==> src/rtl/iterative_multiplier.sv <==
// ---------------------------------------------------------------------------
// iterative_multiplier
//
// Multi-cycle shift-add multiplier producing a full 2*WIDTH-bit product for
// MUL/UMULL/SMULL-class instructions. Shares operand naming (rn, rm) and op
// encoding with the divider unit: op=1 unsigned, op=0 signed two's complement.
// Signed operation multiplies magnitudes and negates the result at the end.
//
// Optional feature macro: MUL_EARLY_TERM_EN
//   defined   : BUSY ends as soon as the remaining multiplier bits are zero
//   undefined : fixed latency of WIDTH BUSY cycles for every operand
//
// Handshake: start is accepted on a rising edge while the FSM is in IDLE or
// DONE; rn/rm/op are sampled on that same edge. busy is high for every BUSY
// cycle. done is high for exactly one cycle (the DONE state) and y carries
// the product from that cycle until the next completion or reset. start
// while busy is ignored.
//
// Ports:
//   clk          in   clock, rising edge
//   reset        in   synchronous active-high reset
//   start        in   operation request
//   rn           in   [WIDTH-1:0]    multiplicand
//   rm           in   [WIDTH-1:0]    multiplier
//   op           in   1=unsigned, 0=signed
//   busy         out  high while in BUSY
//   done         out  one-cycle completion pulse
//   y            out  [2*WIDTH-1:0] product
//   o_dbg_state  out  [1:0] FSM state (0=IDLE, 1=BUSY, 2=DONE)
// ---------------------------------------------------------------------------
module iterative_multiplier #(
  parameter int WIDTH = 32
) (
  input  logic                 clk,
  input  logic                 reset,
  input  logic                 start,
  input  logic [WIDTH-1:0]     rn,
  input  logic [WIDTH-1:0]     rm,
  input  logic                 op,
  output logic                 busy,
  output logic                 done,
  output logic [2*WIDTH-1:0]   y,
  output logic [1:0]           o_dbg_state
);

  localparam int CW = (WIDTH > 1) ? $clog2(WIDTH) : 1;

  typedef enum logic [1:0] {
    S_IDLE = 2'd0,
    S_BUSY = 2'd1,
    S_DONE = 2'd2
  } state_t;

  state_t               r_state;
  state_t               w_next_state;
  logic [2*WIDTH-1:0]   r_mcand;
  logic [WIDTH-1:0]     r_mplier;
  logic [2*WIDTH-1:0]   r_acc;
  logic [CW-1:0]        r_count;
  logic                 r_neg;
  logic [2*WIDTH-1:0]   r_y;

  logic                 w_accept;
  logic                 w_last;
  logic [WIDTH-1:0]     w_rn_mag;
  logic [WIDTH-1:0]     w_rm_mag;
  logic [2*WIDTH-1:0]   w_addend;
  logic [2*WIDTH-1:0]   w_sum;

  // Magnitudes: negating the most negative value wraps to itself, which is
  // exactly its magnitude when read as unsigned.
  assign w_rn_mag = (!op && rn[WIDTH-1]) ? -rn : rn;
  assign w_rm_mag = (!op && rm[WIDTH-1]) ? -rm : rm;

  assign w_addend = r_mplier[0] ? r_mcand : '0;
  assign w_sum    = r_acc + w_addend;

`ifdef MUL_EARLY_TERM_EN
  // No set bits left after this shift: remaining iterations would add zero.
  assign w_last = (r_count == CW'(WIDTH-1)) || ((r_mplier >> 1) == '0);
`else
  assign w_last = (r_count == CW'(WIDTH-1));
`endif

  assign w_accept = start && ((r_state == S_IDLE) || (r_state == S_DONE));

  always_comb begin
    w_next_state = r_state;
    case (r_state)
      S_IDLE:  w_next_state = start ? S_BUSY : S_IDLE;
      S_BUSY:  w_next_state = w_last ? S_DONE : S_BUSY;
      S_DONE:  w_next_state = start ? S_BUSY : S_IDLE;
      default: w_next_state = S_IDLE;
    endcase
  end

  always_ff @(posedge clk) begin
    if (reset) begin
      r_state  <= S_IDLE;
      r_mcand  <= '0;
      r_mplier <= '0;
      r_acc    <= '0;
      r_count  <= '0;
      r_neg    <= 1'b0;
      r_y      <= '0;
    end else begin
      r_state <= w_next_state;
      if (w_accept) begin
        r_mcand  <= {{WIDTH{1'b0}}, w_rn_mag};
        r_mplier <= w_rm_mag;
        r_neg    <= !op && (rn[WIDTH-1] ^ rm[WIDTH-1]);
        r_acc    <= '0;
        r_count  <= '0;
      end else if (r_state == S_BUSY) begin
        r_acc    <= w_sum;
        r_mcand  <= r_mcand << 1;
        r_mplier <= r_mplier >> 1;
        r_count  <= r_count + CW'(1);
        if (w_last) begin
          r_y <= r_neg ? -w_sum : w_sum;
        end
      end
    end
  end

  assign busy        = (r_state == S_BUSY);
  assign done        = (r_state == S_DONE);
  assign y           = r_y;
  assign o_dbg_state = r_state;

endmodule

==> config.mk <==
export PLATFORM = sky130hd
export DESIGN_NAME = iterative_multiplier
export DESIGN_NICKNAME = d
export VERILOG_FILES = /design/src/rtl/iterative_multiplier.sv
export SDC_FILE = /design/constraint.sdc
export NUM_CORES = 1
export LEC_CHECK = 0
export ABC_CLOCK_PERIOD_IN_PS = 6500
export BUFFER_PORTS_ARGS = -buffer_cell sky130_fd_sc_hd__buf_2
export CORE_MARGIN = 2
export CORE_UTILIZATION = 55
export DETAILED_ROUTE_END_ITERATION = 10
export PLACE_DENSITY_LB_ADDON = 0.05
export SLEW_MARGIN = 20
export SYNTH_ARGS = -nofsm -noshare
export SYNTH_HDL_FRONTEND = slang
export SYNTH_SLANG_ARGS = --single-unit
==> constraint.sdc <==
create_clock -name clk -period 6.5 [get_ports clk]
set_input_delay 1.3 -clock clk [delete_from_list [all_inputs] [get_ports clk]]
set_output_delay 1.3 -clock clk [all_outputs]
set_load 0.1 [all_outputs]
-- Word-level counts from Yosys, hierarchy flattened
Index checks and enable logic that the tools add are counted.
- output and inout port bits: 68
- register bits after elaboration: 232
- word-level logic and storage cells: 40
- $add $sub $neg: 5
- bitwise gates (word level): 2
- reduce and logical (&&, ||, !) cells: 11
- mux-type cells: 11
- equal/unequal tests: 3
- operators with widths (cell ; number):
    two-way mux 32 bit ; 6
    two-way mux 64 bit ; 2
    adder 64 bit ; 1
    negation 32 bit ; 2
    negation 64 bit ; 1
    adder 5 x 1 -> 5 bit (second input constant) ; 1
    == test 5 bit (second input constant) ; 1
    logical AND 1 bit ; 4
    case mux 2 bit (2 select lines) ; 1
    OR reduction 2 bit ; 2
    AND reduction 3 bit ; 1
    == test 2 x 1 -> 1 bit (second input constant) ; 1
    == test 2 bit (second input constant) ; 1
    logical NOT 2 bit ; 1
    two-way mux 2 bit ; 1
    nonzero test 2 bit ; 1
    logical NOT 1 bit ; 1
    logical OR 1 bit ; 1
    two-way mux 1 bit ; 1
    inverter 1 bit ; 1
    XOR 1 bit ; 1

-- Longest topological paths before layout
Gate-level depths: netlist of the first run.
- depth in word-level cells: 5
- depth in mapped cells: 19
- gate-level depth less buffers: 16

-- Worst setup path before layout of the first run
No wires, ideal clock.
- kind: register -> register
- start point: register r_mplier[0]
- end point: register r_y[54] (netlist: y[54])
- cell stages (with the launch flop): 19
- arrival: 4.657 ns
- path slack: 1.725 ns
- library setup time: 0.118 ns
- data required time: 6.382 ns
- cells stage by stage: dfxtp_1 clkbuf_1 clkbuf_1 and2_1 ha_1 buf_2 nand4_1 or3_1 and3_1 buf_2 a31oi_1 xor2_1 a221o_1 or4b_4 nor4b_4 nand4_4 o31ai_1 xor2_1 a22o_1
- longest elaborated chain between the ends: 4
- RTL lines (item ; line ; text):
    start: declaration ; 57 ; logic [WIDTH-1:0] r_mplier;
    start signal: assignment ; 110 ; r_mplier <= w_rm_mag;
    start signal: assignment ; 117 ; r_mplier <= r_mplier >> 1;
    two-way mux 64 bit * ; 75 ; assign w_addend = r_mplier[0] ? r_mcand : '0;
    adder 64 bit * ; 76 ; assign w_sum = r_acc + w_addend;
    negation 64 bit ; 120 ; r_y <= r_neg ? -w_sum : w_sum;
    two-way mux 64 bit * ; 120 ;
    end signal: assignment ; 120 ;
    end: declaration ; 61 ; logic [2*WIDTH-1:0] r_y;
Every way passes the cells marked *; elsewhere a longest branch is shown, timed or not.
A chain may end at the register's enable or synchronous reset.

-- Final worst setup path of the first run
- start point: register r_mplier[0]
- end point: register r_y[59] (netlist: y[59])
Same word-level chain as after synthesis.

==> results of run 1 <==
## Yosys cell counts, types with 15 or more instances
cell type    n  area [sq um]
a211oi_1    70           526
a21oi_1    272          1360
a22oi_1     63           473
and2_1      75           469
buf_2       16          80.1
clkbuf_1   110           413
dfxtp_1    232          4640
ha_1        68           851
inv_1       31           116
nand2_1    363          1360
nand2b_1    22           138
nand3_1     24           120
nand4_1     32           200
nor2_1     203           762
nor3_1      38           190
o21a_1      15           113
o21ai_0    102           510
o21ai_1     17          85.1
o31ai_1     38           285
or3_1       16           100
xnor2_1     81           709
xor2_1      82           718
## area by class of cell
cell class / count / area share
sequential: 232 / 0.259
tap: 390 / 0.0272
multi-input combinational: 1807 / 0.612
clock buffer: 37 / 0.0431
timing repair buffer: 155 / 0.0473
clock inverter: 7 / 0.00433
inverter: 32 / 0.00684
## cell families (layout without fill, tap and decap cells)
| family | count (synthesis) | after routing | synth area share |
|---|---|---|---|
| fa+ha+maj | 69 | 69 | 0.0534 |
| mux | 5 | 5 | 0.00315 |
| simple gates | 855 | 855 | 0.245 |
| buf+inv | 176 | 231 | 0.0438 |
| compound gates | 715 | 715 | 0.282 |
| flops | 232 | 232 | 0.285 |
| xor+xnor | 163 | 163 | 0.0876 |
## worst register-to-register path: stages (launching register included)
cell       delay, ns
dfxtp_1         0.72
buf_4           0.46
and2_1          0.19
ha_1            0.28
a21oi_1         0.30
o21a_1          0.22
o221ai_1        0.39
a311oi_1        0.47
a2bb2oi_1       0.19
or3_1           0.40
a21oi_1         0.24
nand4b_1        0.29
nand4b_1        0.59
nor4_2          0.52
mux2i_1         0.27
a31oi_1         0.10
## per-layer routing
metal	wire length [um]	global-route usage	vias to the layer above
li1	-	-	8010
met1	24400	0.499	7622
met2	19700	0.442	694
met3	4910	0.0457	67
met4	1040	0.0702	0
met5	0	0	-
## path summary, 6_finish.rpt
path	start	endpoint	slack (ns)	cells past startpoint
worst max-delay path	r_mplier[0]	y[59]	0.74	15
worst min-delay path	y[23]	y[23]	0.45	2
worst max register to register	r_mplier[0]	y[59]	0.74	15
worst min register to register	y[23]	y[23]	0.45	2
## state kept, by name, indices dropped and copies added, names as in the netlist
register and cells:
r_mplier 32, y 64, r_acc 64, r_neg 1, r_count 5, o_dbg_state 2, r_mcand 64
## report_power, final
| group | internal [W] | leakage (nW) | switching [W] |
|---|---|---|---|
| registers | 0.00146 | 1.88 | 0.0000317 |
| clock network | 0.000867 | 0.422 | 0.000607 |
| logic | 0.000152 | 4.68 | 0.000317 |
| total | 0.00248 | 6.98 | 0.000956 |
## stage by stage
| stage | area, sq um | utilization | instances | worst slack (ns) | hold WS [ns] |
|---|---|---|---|---|---|
| 2_1_floorplan | 16300 | - | 2215 | 1.73 | 0.437 |
| 3_3_place_gp | 17000 | 0.580 | 2615 | 0.957 | 0.440 |
| 3_5_place_dp | 17000 | 0.580 | 2615 | 0.824 | 0.443 |
| 4_1_cts | 17900 | 0.609 | 2659 | 0.805 | 0.456 |
| 5_1_grt | 17900 | 0.610 | 2660 | 0.296 | 0.477 |
| 6_report | 17900 | 0.610 | 2660 | 0.737 | 0.455 |
==> run metrics, run 1 <==
RSZ-0062 raised after global routing false; Mapped Cells 2215; Starting Density 0.554; Area Growth Syn to Fin 10.0%; max-slew violation count 0; Mean Syn Cell Area 7.36 sq um; Cell Pwr Density 192 nW/um^2; initial antenna violation count 0; Crit Path Max Fanout 41; Core Box Area 29400 sq um; antenna-violating nets left 0; Synth Flop Type dfxtp_1; crit path launch type register; CTS root buffer clkbuf_16; Tightest Pin Transition 0.977 ns; static leakage 6.98 nW; Final nets 2391; achievable frequency 0.174 GHz; # setup viols final 0; commonest cells after routing, fill and taps aside nand2_1, a21oi_1, dfxtp_1; Final period util 0.887; die area 31000 sq um; ant diodes 0; DR vias/cell 6.16; drt pass-1 iters 5; largest net degree at the start of global routing 102; Post-Syn Area 16300 sq um; Skew-Pair Late Insertion Delay 0.54 ns; multi-input gate area in the final layout 11000 sq um; CP delay by family, top simple AND/OR/NAND/NOR gates; I/O pin cnt 136; Post-CTS Setup Bufs 0; Rows 63; CTS tree yes; Arr. time, crit path 6.16 ns; cts bufs inserted 26; CP max-delay cell dfxtp_1; Synth cell types 93; WL final 50100 um; run status finished clean; Setup Total Neg Slack 0 ns; DR vias 16.4k; Hold Vio Cnt, Final 0; fillers 2764; crit path kind reg2reg; Remaining DRCs 0; CP bufs+invs 1; die width 176 um; clk sinks 232; I/O Buffers 135; die span in y 176 um; Routed WL per cell 18.8 um; Worst Path Required 6.90 ns; sequential cell area 4650 sq um; syn_nets 2352; GRT Total Usage 0.315; Synth async-reset ratio 0; clock period minus worst slack 5.76 ns; Seq cells post-synth 232; layout cells sized above 1 0.109; cells along the critical path buf_4, and2_1, ha_1, a21oi_1, o21a_1, o221ai_1, a311oi_1, a2bb2oi_1, or3_1, a21oi_1, nand4b_1, nand4b_1, nor4_2, mux2i_1, a31oi_1; relative slew slack 0.332; worst vdd ir 0.000155 V; Max Root-Sink Buffers 3; gr ovfl total 0; Final Skew 0.0169 ns; Clk pin slew, worst setup/hold paths 0.06 ns; # hold bufs at CTS 0; number of global-route vias before repair 14.7k; maxcap violations 0; max incr delay on CP 0.72 ns; total power 0.00344 W; post-cts resize count 0; Hold Crit Class reg2reg; commonest non-fill, non-tap cell in the layout nand2_1; htree depth 1; initial DRC count 1669; Post-synth EDFFs 0; Critical Path End Type register; first-pass GRT wire length 79300 um; GPL Wtd Cong 0.992; Ys Warns 0; sequential share of the synthesized area 0.285; post-DP HPWL 38100 um
Note: power is estimated with default switching activity, not from simulation.
==> run 2, diff against run 1 <==
--- a/config.mk
+++ b/config.mk
@@ -5,7 +5,7 @@
 export SDC_FILE = /design/constraint.sdc
 export NUM_CORES = 1
 export LEC_CHECK = 0
-export ABC_CLOCK_PERIOD_IN_PS = 6500
+export ABC_CLOCK_PERIOD_IN_PS = 5600
 export BUFFER_PORTS_ARGS = -buffer_cell sky130_fd_sc_hd__buf_2
 export CORE_MARGIN = 2
 export CORE_UTILIZATION = 55
==> constraint.sdc (replaced) <==
create_clock -name clk -period 5.6 [get_ports clk]
set_input_delay 1.12 -clock clk [delete_from_list [all_inputs] [get_ports clk]]
set_output_delay 1.12 -clock clk [all_outputs]
set_load 0.1 [all_outputs]
==> run metrics, run 2 (synthesis gave the netlist of run 1 again) <==
Final period util 0.932 (was 0.887); Worst Path Required 6.06 ns (was 6.90 ns); # setup viols final 0 (unchanged); I/O Buffers 135 (unchanged); CTS tree yes (unchanged); Remaining DRCs 0 (unchanged); R2R Setup Slk 0.38 ns (was 0.74 ns); maxcap violations 0 (unchanged); Starting Density 0.554 (unchanged); initial antenna violation count 2 (was 0); GPL Wtd Cong 1.01 (was 0.992); Critical Path End Type register (unchanged); Rows 63 (unchanged); die width 176 um (unchanged); commonest non-fill, non-tap cell in the layout nand2_1 (unchanged); die area 31000 sq um (unchanged); commonest cells after routing, fill and taps aside nand2_1, a21oi_1, dfxtp_1 (unchanged); cts bufs inserted 25 (was 26); clk sinks 232 (unchanged); achievable frequency 0.192 GHz (was 0.174 GHz); Final nets 2415 (was 2391); clock period minus worst slack 5.22 ns (was 5.76 ns); layout cells sized above 1 0.118 (was 0.109); static leakage 7.09 nW (was 6.98 nW); die span in y 176 um (unchanged); GRT Total Usage 0.321 (was 0.315); Skew-Pair Late Insertion Delay 0.55 ns (was 0.54 ns); PnR worst setup slack 0.378 ns (was 0.737 ns); Finished Cell Area 18100 sq um (was 17900 sq um); I/O pin cnt 136 (unchanged); Tightest Pin Transition 0.840 ns (was 0.977 ns); Hold Path Depth 2 (unchanged); largest net degree at the start of global routing 75 (was 102); Placed Area 17200 sq um (was 17000 sq um); Setup Total Neg Slack 0 ns (unchanged); max-slew violation count 0 (unchanged); antenna-violating nets left 0 (unchanged); Max Root-Sink Buffers 3 (unchanged); relative slew slack 0.436 (was 0.332); first-pass GRT wire length 80300 um (was 79300 um); Hold Vio Cnt, Final 0 (unchanged); WL final 51000 um (was 50100 um); number of global-route vias before repair 14.7k (about the same); Routed WL per cell 19.0 um (was 18.8 um); Crit Path Max Fanout 38 (was 41); Cell Pwr Density 220 nW/um^2 (was 192 nW/um^2); drt pass-1 iters 6 (was 5); run status finished clean (unchanged); RSZ-0062 raised after global routing false (unchanged); gr ovfl total 0 (unchanged); # hold bufs at CTS 0 (unchanged); htree depth 1 (unchanged); DR vias/cell 6.12 (was 6.16); Clk pin slew, worst setup/hold paths 0.06 ns (about the same); Arr. time, crit path 5.68 ns (was 6.16 ns); Place WS 0.0560 ns (was 0.824 ns); DR vias 16.4k (about the same); reg2reg path depth 15 (unchanged); Final Skew 0.0171 ns (was 0.0169 ns); CTS root buffer clkbuf_16 (unchanged); worst vdd ir 0.000162 V (was 0.000155 V); crit path launch type register (unchanged); initial DRC count 1464 (was 1669); post-DP HPWL 39200 um (was 38100 um); crit path kind reg2reg (unchanged); Hold Crit Class reg2reg (unchanged); Area Growth Syn to Fin 11.0% (was 10.0%); Core Box Area 29400 sq um (unchanged)
[run 2: changes by cell type in the layout (fill, tap and decap cells not counted), moves of 2 or more]
cell	delta
buf_4	+25
clkbuf_1	+3
bufinv_16	+2
clkbuf_16	-2
clkbuf_8	-2
clkinv_2	+2
inv_6	-2
[run 2: timing repair]
action / CTS / global route
setup endpoints to repair: 0 / 23
resized for setup: 0 / 3
buffers inserted: 0 / 0
[run 2: path summary, 6_finish.rpt]
check,from,to
max,r_mplier[0],y[63]
min,y[23],y[23]
max reg2reg,r_mplier[0],y[63]
min reg2reg,y[23],y[23]
[run 2: metal layers]
layer	global-route usage	up-vias	part of all wire
li1	-	8057	-
met2	0.459	680	0.40
met1	0.493	7645	0.48
met4	0.0551	0	0.014
met3	0.0717	55	0.11
met5	0	-	0
[run 2: power breakdown]
| part | switching (W) | internal, W | leakage, nW |
|---|---|---|---|
| sequential | 0.0000386 | 0.00170 | 1.88 |
| clock | 0.000685 | 0.00101 | 0.408 |
| combinational | 0.000371 | 0.000182 | 4.80 |
[run 2: final cells by class]
class	instances	area, sq um
Clock inverter	9	126
Inverter	32	123
Timing Repair Buffer	180	1020
Sequential cell	232	4650
Multi-Input combinational cell	1807	11000
Clock buffer	36	707
Fill cell	2778	11300
Antenna cell	1	2.50
Tap cell	390	488
[run 2: metrics by stage]
| stage | std cells | total power (W) | hold slack (ns) | util |
|---|---|---|---|---|
| global route | 2686 | 0.00413 | 0.481 | 0.615 |
| finish | 2687 | 0.00398 | 0.458 | 0.615 |
| global placement | 2641 | 0.00230 | 0.439 | 0.586 |
| detailed placement | 2641 | 0.00231 | 0.444 | 0.586 |
| CTS | 2686 | 0.00401 | 0.457 | 0.615 |
| floorplan | 2215 | 0.00215 | 0.437 | - |
[run 2: critical path, cell delays in order, from the launching register on]
cell	delay, ns
dfxtp_2	0.61
buf_6	0.32
and2_1	0.18
ha_1	0.30
a21oi_1	0.24
o21a_1	0.18
o221ai_1	0.38
a311oi_1	0.55
a2bb2oi_1	0.19
or4b_2	0.68
a31oi_1	0.26
xor2_1	0.37
nand4_1	0.22
o41ai_2	0.35
xnor2_1	0.11
o31ai_1	0.19
==> run 3, diff against run 2 <==
--- a/config.mk
+++ b/config.mk
@@ -8,7 +8,7 @@
 export ABC_CLOCK_PERIOD_IN_PS = 5600
 export BUFFER_PORTS_ARGS = -buffer_cell sky130_fd_sc_hd__buf_2
 export CORE_MARGIN = 2
-export CORE_UTILIZATION = 55
+export CORE_UTILIZATION = 30
 export DETAILED_ROUTE_END_ITERATION = 10
 export PLACE_DENSITY_LB_ADDON = 0.05
 export SLEW_MARGIN = 20
==> constraint.sdc (replaced) <==
create_clock -name clk -period 5.6 [get_ports clk]
set_input_delay 0.28 -clock clk [delete_from_list [all_inputs] [get_ports clk]]
set_output_delay 0.28 -clock clk [all_outputs]
set_load 0.1 [all_outputs]
==> run metrics, run 3 (synthesis gave the netlist of run 1 again) <==
largest net degree at the start of global routing 86 (was 75); first-pass GRT wire length 92400 um (was 80300 um); Final nets 2434 (was 2415); max-slew violation count 0 (unchanged); commonest cells after routing, fill and taps aside nand2_1, a21oi_1, dfxtp_1 (unchanged); ant diodes 0 (was 1); Setup Total Neg Slack 0 ns (unchanged); number of global-route vias before repair 15.3k (was 14.7k); Area Growth Syn to Fin 15.4% (was 11.0%); drt pass-1 iters 7 (was 6); run status finished clean (unchanged); placed insts 2953 (was 2641); layout cells sized above 1 0.123 (was 0.118); Hold Vio Cnt, Final 0 (unchanged); crit path kind reg2reg (unchanged); die area 56200 sq um (was 31000 sq um); R2R Setup Slk 0.39 ns (was 0.38 ns); Crit Path Max Fanout 64 (was 38); CP Capture Point y[54] (was y[63]); Hold Path Depth 4 (was 2); Worst Path Required 6.07 ns (was 6.06 ns); Place WS 0.474 ns (was 0.0560 ns); GRT Total Usage 0.210 (was 0.321); die width 237 um (was 176 um); Worst R2R End y[54] (was y[63]); CTS root buffer clkbuf_16 (unchanged); I/O Buffers 135 (unchanged); Critical R2R Launch r_mplier[0] (unchanged); Routed WL per cell 20.0 um (was 19.0 um); cts bufs inserted 30 (was 25); final std cells w/o fill 3016 (was 2687); Arr. time, crit path 5.68 ns (about the same); gr ovfl total 0 (unchanged); RSZ-0062 raised after global routing false (unchanged); die span in y 237 um (was 176 um); post-cts resize count 0 (unchanged); Final Skew 0.0121 ns (was 0.0171 ns); initial antenna violation count 0 (was 2); htree depth 1 (unchanged); # setup viols final 0 (unchanged); DR vias 16.1k (was 16.4k); crit path from r_mplier[0] (unchanged); Starting Density 0.303 (was 0.554); Max Root-Sink Buffers 3 (unchanged); crit path launch type register (unchanged); hold slack final 0.0276 ns (was 0.458 ns); worst vdd ir 0.000231 V (was 0.000162 V); initial DRC count 1003 (was 1464); PnR worst setup slack 0.385 ns (was 0.378 ns); Post-CTS Setup Bufs 0 (unchanged); DR vias/cell 5.35 (was 6.12); WL final 60300 um (was 51000 um); Clk pin slew, worst setup/hold paths 0.06 ns (about the same); commonest non-fill, non-tap cell in the layout nand2_1 (unchanged); Final period util 0.931 (was 0.932); Tightest Pin Transition 0.962 ns (was 0.840 ns); CTS tree yes (unchanged); Skew-Pair Late Insertion Delay 0.58 ns (was 0.55 ns); GPL Wtd Cong 0.890 (was 1.01); fillers 5785 (was 2778); antenna-violating nets left 0 (unchanged); Util after Layout 0.350 (was 0.615); post-DP HPWL 46900 um (was 39200 um); Rows 85 (was 63); I/O pin cnt 136 (unchanged); static leakage 7.25 nW (was 7.09 nW); Core Box Area 53700 sq um (was 29400 sq um); clock period minus worst slack 5.21 ns (was 5.22 ns); relative slew slack 0.355 (was 0.436); maxcap violations 0 (unchanged); Remaining DRCs 0 (unchanged); Critical Path End Type register (unchanged); reg2reg path depth 15 (unchanged); Cell Pwr Density 230 nW/um^2 (was 220 nW/um^2); Hold Crit Class in2reg (was reg2reg); clk sinks 232 (unchanged); achievable frequency 0.192 GHz (about the same)
==> run 3: changes by cell type in the layout (fill, tap and decap cells not counted), sizes merged <==
cell	previous run	this run
clkbuf	36	42
diode	1	0
clkinvlp	1	3
inv	33	32
buf	180	186
dlygate4sd3	0	8
clkinv	4	7
==> run 3: how the worst min path moves through the flow <==
stage                            from            to
after global routing           rm[19]  r_mplier[19]
final                          rm[16]  r_mplier[16]
after global placement          y[22]         y[22]
after detailed placement         y[8]          y[8]
after CTS                       rm[8]   r_mplier[8]
after floorplan           r_mcand[63]   r_mcand[63]
==> run 3: final cells by class <==
type / count / area (sq um) / share of cell area
clock inverter: 13 / 148 / 0.00785
sequential: 232 / 4650 / 0.247
tap: 696 / 871 / 0.0463
clock buffer: 42 / 877 / 0.0466
multi-input combinational: 1807 / 11000 / 0.583
timing repair buffer: 194 / 1180 / 0.0627
inverter: 32 / 123 / 0.00652
==> run 3: metrics by stage <==
step           cell area [sq um]  power [W]
6_report                   18800    0.00433
5_1_grt                    18800    0.00453
4_1_cts                    18800    0.00441
3_5_place_dp               17700    0.00236
3_3_place_gp               17700    0.00236
2_1_floorplan              16300    0.00215
==> run 3: metal layers <==
metal	track usage	part of all wire	wire (um)	up-vias
met5	0	0	0	-
met3	0.0189	0.039	2340	69
met2	0.307	0.41	24700	341
met1	0.326	0.53	32100	7618
met4	0.0512	0.021	1270	0
li1	-	-	-	8113
==> run 3: worst max-delay path, stage by stage (launching register included) <==
cell and delay [ns]:
dfxtp_1 0.33, buf_12 0.19, and2_1 0.19, ha_1 0.48, nand2_1 0.21, nor3_1 0.29
o21ai_1 0.30, a2111oi_4 0.55, o21ai_1 0.13, a221o_1 0.38, or4b_4 0.58, nor4b_4 0.52
nand4_4 0.31, o31ai_1 0.33, xor2_1 0.10, a22o_1 0.20
==> run 3: power by group <==
part	internal [W]	total, W	leakage (nW)	switching, W
Combinational	0.000191	0.000582	4.86	0.000391
Clock	0.00122	0.00201	0.501	0.000787
Sequential	0.00170	0.00174	1.88	0.0000448
Total	0.00311	0.00433	7.25	0.00122
==> run 3: what timing repair did <==
item	4_1_cts	5_1_grt
hold buffers	8	0
endpoints found under the setup margin	0	0
hold endpoints to repair	8	0
